===== src/rtl/capture_window_ctrl_if.sv =====
// Video timing, target request and capture-window signals shared by
// capture_window_ctrl (slave) and its stimulus/consumer side (master).
interface capture_window_ctrl_if;
    logic        i_hsync;
    logic        i_vsync;
    logic        i_de;
    logic        i_tgt_valid;
    logic [11:0] i_tgt_x;
    logic [11:0] i_tgt_y;
    logic [11:0] i_win_w;
    logic [11:0] i_win_h;
    logic        i_freeze;
    logic [11:0] hcount;
    logic [11:0] vcount;
    logic [11:0] hcount_l;
    logic [11:0] hcount_r;
    logic [11:0] vcount_l;
    logic [11:0] vcount_r;
    logic        o_locked;
    logic [1:0]  o_state;

    modport master (
        output i_hsync, i_vsync, i_de, i_tgt_valid, i_tgt_x, i_tgt_y,
               i_win_w, i_win_h, i_freeze,
        input  hcount, vcount, hcount_l, hcount_r, vcount_l, vcount_r,
               o_locked, o_state
    );

    modport slave (
        input  i_hsync, i_vsync, i_de, i_tgt_valid, i_tgt_x, i_tgt_y,
               i_win_w, i_win_h, i_freeze,
        output hcount, vcount, hcount_l, hcount_r, vcount_l, vcount_r,
               o_locked, o_state
    );
endinterface


===== src/rtl/capture_window_ctrl.sv =====
// Pixel/line counters plus a tracking FSM that sets exclusive capture-window bounds.
// Bounds and state update one cycle after a vsync rise; no backpressure on inputs.
module capture_window_ctrl #(
    parameter int H_ACTIVE    = 1280,
    parameter int V_ACTIVE    = 720,
    parameter int LOST_FRAMES = 8
) (
    input  logic pixelclk,
    input  logic reset_n,
    capture_window_ctrl_if.slave vid
);
    typedef enum logic [1:0] {IDLE = 2'b00, TRACK = 2'b01, HOLD = 2'b10} state_t;

    localparam logic [12:0] H_MAX  = 13'(H_ACTIVE);
    localparam logic [12:0] V_MAX  = 13'(V_ACTIVE);
    localparam logic [11:0] H_LAST = 12'(H_ACTIVE - 1);
    localparam logic [11:0] V_LAST = 12'(V_ACTIVE - 1);
    localparam logic [3:0]  LOST   = 4'(LOST_FRAMES);

    logic        de_d, vsync_d, fb, pending;
    logic [11:0] hcnt, vcnt;
    logic [11:0] sx, sy, sw, sh;
    logic [11:0] hl, hr, vl, vr;
    logic [3:0]  miss, miss_n;
    logic        locked;
    state_t      state, state_n;
    logic        load_win, load_full;
    logic        vsync_rise;
    logic        unused_hsync;

    assign unused_hsync = vid.i_hsync;
    assign vsync_rise   = vid.i_vsync & ~vsync_d;

    always_ff @(posedge pixelclk or negedge reset_n) begin
        if (!reset_n) begin
            de_d    <= 1'b0;
            vsync_d <= 1'b0;
            fb      <= 1'b0;
            hcnt    <= '0;
            vcnt    <= '0;
        end else begin
            de_d    <= vid.i_de;
            vsync_d <= vid.i_vsync;
            fb      <= vsync_rise;
            if (!vid.i_de)
                hcnt <= '0;
            else if (hcnt != 12'hFFF)
                hcnt <= hcnt + 12'd1;
            // Frame clear takes priority over a coincident end-of-line increment.
            if (vsync_rise)
                vcnt <= '0;
            else if (de_d && !vid.i_de && vcnt != 12'hFFF)
                vcnt <= vcnt + 12'd1;
        end
    end

    // A strobe landing in the FB cycle survives the clear and applies next frame.
    always_ff @(posedge pixelclk or negedge reset_n) begin
        if (!reset_n) begin
            pending <= 1'b0;
            sx <= '0;
            sy <= '0;
            sw <= '0;
            sh <= '0;
        end else if (vid.i_tgt_valid) begin
            pending <= 1'b1;
            sx <= vid.i_tgt_x;
            sy <= vid.i_tgt_y;
            sw <= vid.i_win_w;
            sh <= vid.i_win_h;
        end else if (fb) begin
            pending <= 1'b0;
        end
    end

    logic [12:0] cx, cy, half_w, half_h, sum_x, sum_y;
    logic [11:0] eff_w, eff_h;
    logic [11:0] nhl, nhr, nvl, nvr;

    always_comb begin
        cx     = {1'b0, (sx > H_LAST) ? H_LAST : sx};
        cy     = {1'b0, (sy > V_LAST) ? V_LAST : sy};
        eff_w  = (sw == '0) ? 12'd200 : sw;
        eff_h  = (sh == '0) ? 12'd200 : sh;
        half_w = {2'b00, eff_w[11:1]};
        half_h = {2'b00, eff_h[11:1]};
        sum_x  = cx + half_w + 13'd1;
        sum_y  = cy + half_h + 13'd1;
        nhl    = (cx > half_w) ? 12'(cx - half_w - 13'd1) : 12'd0;
        nvl    = (cy > half_h) ? 12'(cy - half_h - 13'd1) : 12'd0;
        nhr    = (sum_x > H_MAX) ? H_MAX[11:0] : sum_x[11:0];
        nvr    = (sum_y > V_MAX) ? V_MAX[11:0] : sum_y[11:0];
    end

    always_comb begin
        state_n   = state;
        miss_n    = miss;
        load_win  = 1'b0;
        load_full = 1'b0;
        if (fb && !vid.i_freeze) begin
            case (state)
                IDLE: if (pending) begin
                    load_win = 1'b1;
                    state_n  = TRACK;
                end
                TRACK: if (pending) begin
                    load_win = 1'b1;
                    miss_n   = '0;
                end else begin
                    miss_n  = 4'd1;
                    state_n = HOLD;
                end
                HOLD: if (pending) begin
                    load_win = 1'b1;
                    miss_n   = '0;
                    state_n  = TRACK;
                end else if (miss + 4'd1 >= LOST) begin
                    load_full = 1'b1;
                    miss_n    = '0;
                    state_n   = IDLE;
                end else begin
                    miss_n = miss + 4'd1;
                end
                default: begin
                    load_full = 1'b1;
                    miss_n    = '0;
                    state_n   = IDLE;
                end
            endcase
        end
    end

    always_ff @(posedge pixelclk or negedge reset_n) begin
        if (!reset_n) begin
            state  <= IDLE;
            miss   <= '0;
            locked <= 1'b0;
            hl     <= '0;
            hr     <= H_MAX[11:0];
            vl     <= '0;
            vr     <= V_MAX[11:0];
        end else begin
            state  <= state_n;
            miss   <= miss_n;
            locked <= (state_n == TRACK);
            if (load_win) begin
                hl <= nhl;
                hr <= nhr;
                vl <= nvl;
                vr <= nvr;
            end else if (load_full) begin
                hl <= '0;
                hr <= H_MAX[11:0];
                vl <= '0;
                vr <= V_MAX[11:0];
            end
        end
    end

    assign vid.hcount   = hcnt;
    assign vid.vcount   = vcnt;
    assign vid.hcount_l = hl;
    assign vid.hcount_r = hr;
    assign vid.vcount_l = vl;
    assign vid.vcount_r = vr;
    assign vid.o_locked = locked;
    assign vid.o_state  = state;
endmodule


===== src/flat_wrapper.sv =====
// flat-port wrapper written by rule: the top's interface ports become plain ports
module capture_window_ctrl_flat 
#(
    parameter int H_ACTIVE    = 1280,
    parameter int V_ACTIVE    = 720,
    parameter int LOST_FRAMES = 8
)
  (pixelclk, reset_n, vid_i_hsync, vid_i_vsync, vid_i_de, vid_i_tgt_valid, vid_i_tgt_x, vid_i_tgt_y, vid_i_win_w, vid_i_win_h, vid_i_freeze, vid_hcount, vid_vcount, vid_hcount_l, vid_hcount_r, vid_vcount_l, vid_vcount_r, vid_o_locked, vid_o_state);
  capture_window_ctrl_if vid_i ();
  input  logic pixelclk;
  input  logic reset_n;
  input wire logic [$bits(vid_i.i_hsync)-1:0] vid_i_hsync;
  input wire logic [$bits(vid_i.i_vsync)-1:0] vid_i_vsync;
  input wire logic [$bits(vid_i.i_de)-1:0] vid_i_de;
  input wire logic [$bits(vid_i.i_tgt_valid)-1:0] vid_i_tgt_valid;
  input wire logic [$bits(vid_i.i_tgt_x)-1:0] vid_i_tgt_x;
  input wire logic [$bits(vid_i.i_tgt_y)-1:0] vid_i_tgt_y;
  input wire logic [$bits(vid_i.i_win_w)-1:0] vid_i_win_w;
  input wire logic [$bits(vid_i.i_win_h)-1:0] vid_i_win_h;
  input wire logic [$bits(vid_i.i_freeze)-1:0] vid_i_freeze;
  output wire logic [$bits(vid_i.hcount)-1:0] vid_hcount;
  output wire logic [$bits(vid_i.vcount)-1:0] vid_vcount;
  output wire logic [$bits(vid_i.hcount_l)-1:0] vid_hcount_l;
  output wire logic [$bits(vid_i.hcount_r)-1:0] vid_hcount_r;
  output wire logic [$bits(vid_i.vcount_l)-1:0] vid_vcount_l;
  output wire logic [$bits(vid_i.vcount_r)-1:0] vid_vcount_r;
  output wire logic [$bits(vid_i.o_locked)-1:0] vid_o_locked;
  output wire logic [$bits(vid_i.o_state)-1:0] vid_o_state;
  assign vid_i.i_hsync = vid_i_hsync;
  assign vid_i.i_vsync = vid_i_vsync;
  assign vid_i.i_de = vid_i_de;
  assign vid_i.i_tgt_valid = vid_i_tgt_valid;
  assign vid_i.i_tgt_x = vid_i_tgt_x;
  assign vid_i.i_tgt_y = vid_i_tgt_y;
  assign vid_i.i_win_w = vid_i_win_w;
  assign vid_i.i_win_h = vid_i_win_h;
  assign vid_i.i_freeze = vid_i_freeze;
  assign vid_hcount = vid_i.hcount;
  assign vid_vcount = vid_i.vcount;
  assign vid_hcount_l = vid_i.hcount_l;
  assign vid_hcount_r = vid_i.hcount_r;
  assign vid_vcount_l = vid_i.vcount_l;
  assign vid_vcount_r = vid_i.vcount_r;
  assign vid_o_locked = vid_i.o_locked;
  assign vid_o_state = vid_i.o_state;
  capture_window_ctrl #(.H_ACTIVE(H_ACTIVE), .V_ACTIVE(V_ACTIVE), .LOST_FRAMES(LOST_FRAMES)) u_core (.pixelclk(pixelclk), .reset_n(reset_n), .vid(vid_i));
endmodule

===== config.mk =====
export PLATFORM = sky130hd
export DESIGN_NAME = capture_window_ctrl_flat
export DESIGN_NICKNAME = d
export VERILOG_FILES = /design/src/rtl/capture_window_ctrl_if.sv /design/src/rtl/capture_window_ctrl.sv /design/src/flat_wrapper.sv
export SDC_FILE = /design/constraint.sdc
export NUM_CORES = 1
export LEC_CHECK = 0
export ABC_CLOCK_PERIOD_IN_PS = 6350
export BUFFER_PORTS_ARGS = -buffer_cell sky130_fd_sc_hd__buf_4
export CAP_MARGIN = 25
export CELL_PAD_IN_SITES_DETAIL_PLACEMENT = 1
export CELL_PAD_IN_SITES_GLOBAL_PLACEMENT = 1
export CORE_MARGIN = 3
export CORE_UTILIZATION = 47
export DETAILED_ROUTE_END_ITERATION = 7
export GPL_TIMING_DRIVEN = 0
export PLACE_DENSITY = 0.84
export SYNTH_ARGS = -nofsm -noshare
export SYNTH_HDL_FRONTEND = slang
export SYNTH_SLANG_ARGS = --single-unit

===== constraint.sdc =====
create_clock -name pixelclk -period 6.35 [get_ports pixelclk]
set_clock_uncertainty 0.1 [all_clocks]
set_input_delay 1.27 -clock pixelclk [delete_from_list [all_inputs] [get_ports pixelclk]]
set_output_delay 1.27 -clock pixelclk [all_outputs]
set_load 0.01 [all_outputs]

==> qor.csv <==
metric,value,unit
status,finished clean,
worstPathArrival,3.91,ns
gr-usage-all-layers,0.2582,
crit_path_max_incr_delay,0.43,ns
grt_pass1_wl,37900,um
dr.pass1.iters,5,
cts.sinks,131,
switchingPower,0.001095,W
critPathKind,flop to flop,
grt_pass1_vias,7197,
end_kind,flop,
core,16640,sq um
cts_tree,done,
rows,47,
diodes,0,
cts_buffer_depth,2,
hp-class,flop to flop,
synth_area_leaders,"dfrtp_1 39%, ha_1 8.4%, mux2_2 4.2%",
viasPerCell,5.498,
syn-cell-area,8044,sq um
drv_cap,0,
synth_commonest_cells,"125 x dfrtp_1, 77 x nand2_1, 60 x inv_1",
antenna_found_initial,0,
p_total,0.003226,W
synth.most_common_cell,dfrtp_1,
synth.distinct_cells,78,
hpwlAfterDp,17410,um
grt_overflow_total,0,
num_io_pins,130,
final_layout_size_suffix_gt1_frac,0.2252,
pwr-share-clk,0.322,
drc,0,
area_growth,23.53,%
die_area,18720,sq um
worstPathRequired,6.59,ns
initial_core_util,0.4833,
cts.repair.resized,0,
crit_path_top_delay_cell,mux2i_4,
p_comb_frac,0.338,
crit_chain,inv_1 -> a21oi_1 -> o21ai_0 -> nand2_1 -> or2_2 -> ha_1 -> buf_2 -> nor2b_1 -> o21a_1 -> o21ai_4 -> o31ai_2 -> mux2i_4 -> o21ai_2 -> o22a_1,
finish.utilization,0.5971,
die_x,136.8,um
timing.final.crit_share,0.5770,
ys.flop_type,dfrtp_1,
startpoint_type,flop,
place.port_buffers,127,
critical_path.top_delay_family,compound AO/OA/AOI/OAI gates,
grt_max_degree,92,
max_slew_margin,0.6015,
finalSetupViolCount,0,
clk_pin_slew,0.06,ns
cp_max_fo,9,
power_density,324.6,nW/um^2
yosys_warnings,0,
rsz0062_at_grt,false,
crit_buf_inv,2,
async_flop_share,1.000,
wire_per_inst,18.81,um
synth.avg_cell_area,9.419,sq um
holdBufCountCts,0,
max_slew.worst_pin.slew,0.5977,ns
hold_viol,0,
totalWireLength,23270,um
gp_congestion,0.8646,
p_leak,4.695,nW
slew_violations,0,
fin_nets,1117,
drt_iter0_drc,361,
switching_share,0.3395,
synthCells,854,
htree_levels,4,
clock_latency,0.42,ns
seqPwrFrac,0.340,
ir_drop,0.0001969,V
synth_top_area_cell,dfrtp_1,
tns,0,ns
yosysSeqAreaShare,0.4085,
cts_made_buffers,17,
layout_min_cycle_time,3.664,ns
synth_top_area_share,0.3889,
intPower,0.002131,W
synth_enable_flop_cells,0,
die_h,136.8,um
root_buffer,clkbuf_16,
fmax,272.9,MHz
vias,6801,
ant_nets,0,
ys_ff_latch,131,
cts_setup_buffers,0,
## power groups by stage
stage,Sequential [W],Clock (W),Combinational (W)
after CTS,0.00110,0.00105,0.00109
final,0.00110,0.00104,0.00109
after detailed placement,0.00111,0,0.00108
after global placement,0.00110,0,0.00104
after floorplan,0.00114,0,0.000620
after global routing,0.00112,0.00109,0.00121
## cell usage in the layout, fill, tap and decap left out, types with 27 or more instances in the layout
cell type	n
clkbuf_1	34
buf_4	126
o21ai_0	42
xnor2_1	31
dfrtp_1	125
o21ai_1	27
mux2_2	30
nor2_1	58
a21oi_1	33
ha_1	54
nand2_1	77
inv_1	60
## cell families after synthesis
logic type	after synthesis	share of synthesized area
buf+inv	108	0.05304
compound gates	209	0.1814
other cells	1	0.0004662
fa+ha+maj	58	0.09395
flops	131	0.4085
mux	36	0.05102
simple gates	268	0.1649
xor+xnor	43	0.04682
## final timing paths
check | from | endpoint | slack, ns | depth (start not counted)
worst max-delay path | u_core.sy[5] | u_core.vid.vcount_r[6] | 2.69 | 14
worst min-delay path | u_core.vid.hcount_l[6] | u_core.vid.hcount_l[6] | 0.39 | 2
worst max register to register | u_core.sy[5] | u_core.vid.vcount_r[6] | 2.69 | 14
worst min register to register | u_core.vid.hcount_l[6] | u_core.vid.hcount_l[6] | 0.39 | 2
max in group asynchronous | reset_n | u_core.sw[5] | 4.70 | 2
min in group asynchronous | reset_n | u_core.vid.vcount_r[1] | 0.67 | 1
## worst min-delay path, cell delays in order, from the launching register on
cell,delay [ns]
dfrtp_1,0.34
nand2_1,0.05
o21ai_1,0.06
## per-layer routing
layer,vias up,global-route usage,routed length (um)
li1,3264,-,-
met5,-,0,0
met1,3382,0.3373,10400
met4,0,0.06707,278
met2,134,0.4329,11390
met3,21,0.06140,1194
## metrics by stage
stage	hold slack [ns]	instances	instance area, sq um	worst slack [ns]
final	0.3864	1237	9937	2.686
after global routing	0.4070	1237	9937	2.474
after CTS	0.3904	1236	9932	2.705
after detailed placement	0.3772	1204	9311	2.859
after global placement	0.3680	1203	9280	2.932
after floorplan	0.3702	856	8051	3.284
## layout make-up
type | count | area [sq um]
tap | 220 | 275.3
buffer | 48 | 201.4
multi-input combinational | 617 | 4339
timing repair buffer | 129 | 989.7
sequential | 131 | 3286
clock buffer | 20 | 466.7
inverter | 60 | 225.2
fill | 1928 | 6705
clock inverter | 12 | 153.9
Power figures use the tool's default switching activity.
